[config.mk]
export PLATFORM = sky130hd
export DESIGN_NAME = gcm_out_fifo
export DESIGN_NICKNAME = d
export VERILOG_FILES = /design/src/rtl/gcm_pkg.sv /design/src/rtl/gcm_fifo_mem.sv /design/src/rtl/gcm_out_fifo.sv
export SDC_FILE = /design/constraint.sdc
export NUM_CORES = 2
export LEC_CHECK = 0
export CAP_MARGIN = 20
export CORE_MARGIN = 1
export CORE_UTILIZATION = 55
export CTS_BUF_LIST = sky130_fd_sc_hd__clkbuf_16
export CTS_CLUSTER_DIAMETER = 80
export DETAILED_ROUTE_END_ITERATION = 10
export PLACE_DENSITY = 0.72
export SYNTH_ARGS = -nofsm -noshare
export SYNTH_HDL_FRONTEND = slang
export SYNTH_SLANG_ARGS = --single-unit
export TNS_END_PERCENT = 10
[constraint.sdc]
create_clock -name clk -period 20.9 [get_ports clk]
set_input_delay 2.09 -clock clk [delete_from_list [all_inputs] [get_ports clk]]
set_output_delay 2.09 -clock clk [all_outputs]
set_load 0.02 [all_outputs]
[src/rtl/gcm_pkg.sv]
// gcm_pkg: types and helpers shared by the AES-GCM datapath buffers
package gcm_pkg;
    localparam int BLOCK_W = 128;

    typedef struct packed {
        logic [BLOCK_W-1:0] data;
        logic               last;
    } gcm_blk_t;

    function automatic int clog2(input int n);
        int r = 0;
        while ((1 << r) < n) r++;
        return r;
    endfunction
endpackage

[src/rtl/gcm_fifo_mem.sv]
// gcm_fifo_mem: simple dual-port array, synchronous write, combinational read
module gcm_fifo_mem #(
    parameter int WIDTH   = 129,
    parameter int ENTRIES = 31,
    parameter int AW      = 5
) (
    input  logic             clk,
    input  logic             we,
    input  logic [AW-1:0]    waddr,
    input  logic [WIDTH-1:0] wdata,
    input  logic [AW-1:0]    raddr,
    output logic [WIDTH-1:0] rdata
);
    logic [WIDTH-1:0] mem [ENTRIES];

    always_ff @(posedge clk)
        if (we) mem[waddr] <= wdata;

    assign rdata = mem[raddr];
endmodule

[src/rtl/gcm_out_fifo.sv]
// gcm_out_fifo: output elastic buffer of the AES-GCM core; circular memory
// plus one output register, valid/ready towards the consumer.
module gcm_out_fifo
    import gcm_pkg::*;
#(
    parameter int DATA_WIDTH   = BLOCK_W,
    parameter int DEPTH        = 32,
    parameter int AFULL_MARGIN = 15
) (
    input  logic                  clk,
    input  logic                  rst,
    input  logic                  clear,
    input  logic                  in_valid,
    input  logic [DATA_WIDTH-1:0] in_data,
    input  logic                  in_last,
    output logic                  core_hold,
    output logic                  out_valid,
    output logic [DATA_WIDTH-1:0] out_data,
    output logic                  out_last,
    input  logic                  out_ready,
    output logic [clog2(DEPTH):0] level,
    output logic                  overflow
);
    localparam int AW = clog2(DEPTH - 1);
    localparam int LW = clog2(DEPTH) + 1;
    localparam logic [AW-1:0] LAST_IDX = AW'(DEPTH - 2);

    logic [AW:0]         wr_ptr, rd_ptr;
    logic [DATA_WIDTH:0] mem_rdata;
    logic mem_empty, mem_full, pop, push, load, wr_en, rd_adv;

    // memory holds DEPTH-1 entries, so the index wraps at DEPTH-2 and flips the wrap bit
    function automatic logic [AW:0] inc(input logic [AW:0] p);
        return (p[AW-1:0] == LAST_IDX) ? {~p[AW], {AW{1'b0}}} : p + 1'b1;
    endfunction

    assign mem_empty = wr_ptr == rd_ptr;
    assign mem_full  = (wr_ptr[AW-1:0] == rd_ptr[AW-1:0]) && (wr_ptr[AW] != rd_ptr[AW]);
    assign pop       = out_valid && out_ready;
    assign push      = in_valid && (!(mem_full && out_valid) || pop);
    assign load      = pop || !out_valid;
    assign wr_en     = push && !clear && !(load && mem_empty);
    assign rd_adv    = load && !mem_empty;
    assign core_hold = (LW'(DEPTH) - level) <= LW'(AFULL_MARGIN);

    gcm_fifo_mem #(
        .WIDTH  (DATA_WIDTH + 1),
        .ENTRIES(DEPTH - 1),
        .AW     (AW)
    ) u_mem (
        .clk  (clk),
        .we   (wr_en),
        .waddr(wr_ptr[AW-1:0]),
        .wdata({in_last, in_data}),
        .raddr(rd_ptr[AW-1:0]),
        .rdata(mem_rdata)
    );

    always_ff @(posedge clk or negedge rst) begin
        if (!rst) begin
            wr_ptr    <= '0;
            rd_ptr    <= '0;
            level     <= '0;
            out_valid <= 1'b0;
            out_last  <= 1'b0;
            out_data  <= '0;
            overflow  <= 1'b0;
        end else if (clear) begin
            wr_ptr    <= '0;
            rd_ptr    <= '0;
            level     <= '0;
            out_valid <= 1'b0;
            out_last  <= 1'b0;
            overflow  <= 1'b0;
        end else begin
            if (wr_en) wr_ptr <= inc(wr_ptr);
            if (rd_adv) rd_ptr <= inc(rd_ptr);
            // memory head has priority; an empty memory lets the incoming block bypass
            if (load) begin
                out_valid <= !mem_empty || push;
                if (!mem_empty) {out_last, out_data} <= mem_rdata;
                else if (push) {out_last, out_data} <= {in_last, in_data};
            end
            level <= level + LW'(push) - LW'(pop);
            if (in_valid && !push) overflow <= 1'b1;
        end
    end
endmodule

==> results.sh <==
export IMPL_ff2ff_path_depth=10
export IMPL_netlist_area_sq_mm=0.1592
export IMPL_drt_iter0_markers=10690
export IMPL_end_kind="flip-flop"
export IMPL_crit_chain="clkdlybuf4s50_1 -> nor2b_1 -> buf_4 -> xor2_1 -> o31a_1 -> nor2b_1 -> nand2_1 -> nor2_4 -> buf_4 -> buf_4"
export IMPL_clock_sinks=4148
export IMPL_finalCritPeriodShare_pct=31.31
export IMPL_crit_path_frequent_cell="buf_4"
export IMPL_vdd_drop_max_v=0.0001167
export IMPL_finClkSkew_ns=0.07182
export IMPL_holdPathStages=2
export IMPL_synthMuxAreaShare_pct=13.22
export IMPL_critical_path_slowest_cell="nor2_4"
export IMPL_syn_to_final_growth_pct=13.90
export IMPL_start_util_pct=55.29
export IMPL_max_slew_worst_pin_slew_ns=1.201
export IMPL_fin_nets=8632
export IMPL_min_to="out_data[79]$_DFFE_PN0P_"
export IMPL_ys_ff_latch=4148
export IMPL_area_sequential_sq_mm=0.1238
export IMPL_yosysTopAreaCell="edfxtp_1"
export IMPL_hold_violations=0
export IMPL_p_total_mw=20.11
export IMPL_grt_max_degree=162
export IMPL_syn_nets=8134
export IMPL_multi_input_area_sq_mm=0.03293
export IMPL_rows=197
export IMPL_dp_hpwl_microns=212700
export IMPL_cp_required_ns=21.43
export IMPL_viasPerCell=6.520
export IMPL_grt_overflow_total=0
export IMPL_finalWorstSetupSlack_ns=14.36
export IMPL_ctsHoldBuffers=0
export IMPL_switchingPower_mw=5.312
export IMPL_nFillCells=18880
export IMPL_min_from="out_data[79]$_DFFE_PN0P_"
export IMPL_fin_setup_tns_ns=0
export IMPL_seq_power_share_pct=47.1
export IMPL_dieArea_sq_mm=0.2916
export IMPL_clk_latency_ns=0.96
export IMPL_drt_wirelength_per_cell_microns=30.93
export IMPL_regToRegEndpoint="out_data[84]$_DFFE_PN0P_"
export IMPL_coreArea_sq_mm=0.2879
export IMPL_portBuffers=271
export IMPL_ios=272
export IMPL_synth_edf_count=3999
export IMPL_r2r_start="rd_ptr[0]$_DFFE_PN0P_"
export IMPL_syn_area_per_cell_sq_um=19.93
export IMPL_antenna_found_initial=20
export IMPL_crit_arrival_ns=7.08
export IMPL_synthTopCellsByArea="edfxtp_1 75%, mux4_2 7.9%, mux2i_1 5.2%, dfrtp_1 2.3%, a22oi_1 1.6%"
export IMPL_yosys_area_top_type_share_pct=75.44
export IMPL_synth_compound_area_share_pct=5.142
export IMPL_p_comb_share_pct=16.8
export IMPL_cp_max_fo=33
export IMPL_yosysSeqAreaShare_pct=77.79
export IMPL_hold_ws_ns=0.4792
export IMPL_internal_power_mw=14.80
export IMPL_rsz0062_at_grt="false"
export IMPL_synthAdderAreaFrac_pct=0.1226
export IMPL_finalCriticalPeriod_ns=6.544
export IMPL_cts_max_level=5
export IMPL_finalWirelength_microns=390600
export IMPL_grtUsageTotal_pct=26.41
export IMPL_final_design_area_no_fill_sq_mm=0.1813
export IMPL_die_w_microns=540.0
export IMPL_p_leak_nw=56.26
export IMPL_synth_xor_area_share_pct=0.07153
export IMPL_power_density_mw_per_mm2=110.9
export IMPL_cts_tree="yes"
export IMPL_slew_headroom_pct=19.45
export IMPL_min_path_type="reg2reg"
export IMPL_numCtsBuffers=407
export IMPL_fmax_mhz=152.8
export IMPL_vias=82340
export IMPL_swShare_pct=26.42
export IMPL_power_share_clock_pct=36.1
export IMPL_yosys_warnings=0
export IMPL_clockBufferDepth=4
export IMPL_placed_area_sq_mm=0.1661
export IMPL_drt_first_pass_iters=6
export IMPL_crit_type="in2reg"
export IMPL_drv_slew=0
export IMPL_gp_congestion=0.8184
export IMPL_root_buffer="clkbuf_16"
export IMPL_die_h_microns=540.0
export IMPL_cts_setup_buffers=0
export IMPL_first_global_vias=81970
export IMPL_clkSlewWorstSetupHoldPaths_ns=0.06
export IMPL_drc=0
export IMPL_ctsResizeCount=0
export IMPL_drive_above_1_share_pct=17.16
export IMPL_start_kind="primary input"
export IMPL_cpLargestDelayFamily="simple AND/OR/NAND/NOR gates"
export IMPL_synth_top_flop_cell="edfxtp_1"
export IMPL_cp_num_buf_inv=4
export IMPL_drv_cap=0
export IMPL_r2r_slack_ns=14.96
export IMPL_grt_first_pass_wirelength_microns=561600
export IMPL_synth_distinct_cells=70
export IMPL_outcome="finished clean"
export IMPL_final_setup_viol_count=0
export IMPL_synth_simple_gate_area_share_pct=1.889
export IMPL_synth_top_family_by_area="multiplexers"
export IMPL_slowest_delay_ns=1.06
export IMPL_place_worst_setup_slack_ns=13.03
export IMPL_ant_nets=0
export IMPL_synthCells=7985
export IMPL_async_reset_ff_share_pct=3.592
[metal layers]
metal	vias to the layer above	GRT usage [%]	wire, microns
met5	-	0.4603	242
met4	10	7.375	10150
met3	598	5.611	40360
met2	4706	41.25	184700
met1	43030	37.97	155100
li1	33990	-	-
[worst max-delay path by stage]
stage	from	depth (start not counted)	endpoint
after floorplan	out_ready	7	u_mem.mem[14][0]$_DFFE_PP_
after global placement	out_ready	9	u_mem.mem[30][115]$_DFFE_PP_
after detailed placement	out_ready	9	u_mem.mem[30][115]$_DFFE_PP_
after CTS	out_ready	9	u_mem.mem[30][70]$_DFFE_PP_
after global routing	out_ready	10	u_mem.mem[30][64]$_DFFE_PP_
final	out_ready	10	u_mem.mem[30][64]$_DFFE_PP_
[kinds of logic after synthesis]
logic type / count (synthesis)
DFF: 4148
adders and majority gates: 15
AOI/OAI and AO/OA: 1219
muxes: 1402
xor gates and xnor gates: 13
buffers and inverters: 501
and+or+nand+nor: 687
[tightest hold or removal path, delay by kind of cell, from the launching register on]
kind	cells	cell delay, ns
AO/OA/AOI/OAI	1	0.06
flip-flops	1	0.34
AND/OR/NAND/NOR	1	0.05
[cell type report]
| type | instances | share of cell area, % |
|---|---|---|
| Sequential cell | 4148 | 68.30 |
| Multi-Input combinational cell | 3336 | 18.16 |
| Clock buffer | 414 | 5.714 |
| Timing Repair Buffer | 576 | 3.501 |
| Tap cell | 3781 | 2.609 |
| Clock inverter | 351 | 1.671 |
| Inverter | 14 | 0.02899 |
| Antenna cell | 8 | 0.01104 |
[power by group through the flow]
stage | logic [mW] | registers, mW | clock network, mW
floorplan | 2.05 | 9.74 | 0
global placement | 3.27 | 9.64 | 0
detailed placement | 3.33 | 9.65 | 0
CTS | 3.35 | 9.48 | 7.33
global route | 3.59 | 9.49 | 7.65
finish | 3.39 | 9.47 | 7.25
[layout by cell type (no fill, tap or decap), types with 144 or more instances in the layout]
master,n
a21oi_1,154
mux4_2,558
a211oi_1,154
o21ai_0,174
mux2i_1,825
a22oi_1,329
edfxtp_1,3999
clkdlybuf4s50_1,270
buf_4,217
dfrtp_1,144
nand2_1,374
clkbuf_16,439
[stage by stage]
step	cells	util, %
2_1_floorplan	7985	-
3_3_place_gp	11770	57.67
3_5_place_dp	11780	57.70
4_1_cts	12540	62.36
5_1_grt	12630	62.97
6_report	12630	62.97
[flip-flops by register name (all words and copies together) (netlist names)]
name	count
u_mem.mem	3999
out_data	128
level	6
rd_ptr	6
wr_ptr	6
out_last	1
out_valid	1
overflow	1
[synth_stat cells (all sizes together), types with 4 or more instances]
library cell	count
a211o	4
a211oi	155
a21oi	154
a221oi	8
a22o	45
a22oi	329
and2	4
buf	312
clkbuf	175
dfrtp	149
edfxtp	3999
ha	14
inv	14
mux2	19
mux2i	825
mux4	558
nand2	376
nand2b	7
nand3	46
nand3b	5
nand4	7
nor2	131
nor2b	15
nor3	28
nor4	49
o211ai	76
o21ai	225
o221ai	54
o22ai	143
or3	6
xnor2	8
xor2	5
Power figures use the tool's default switching activity.
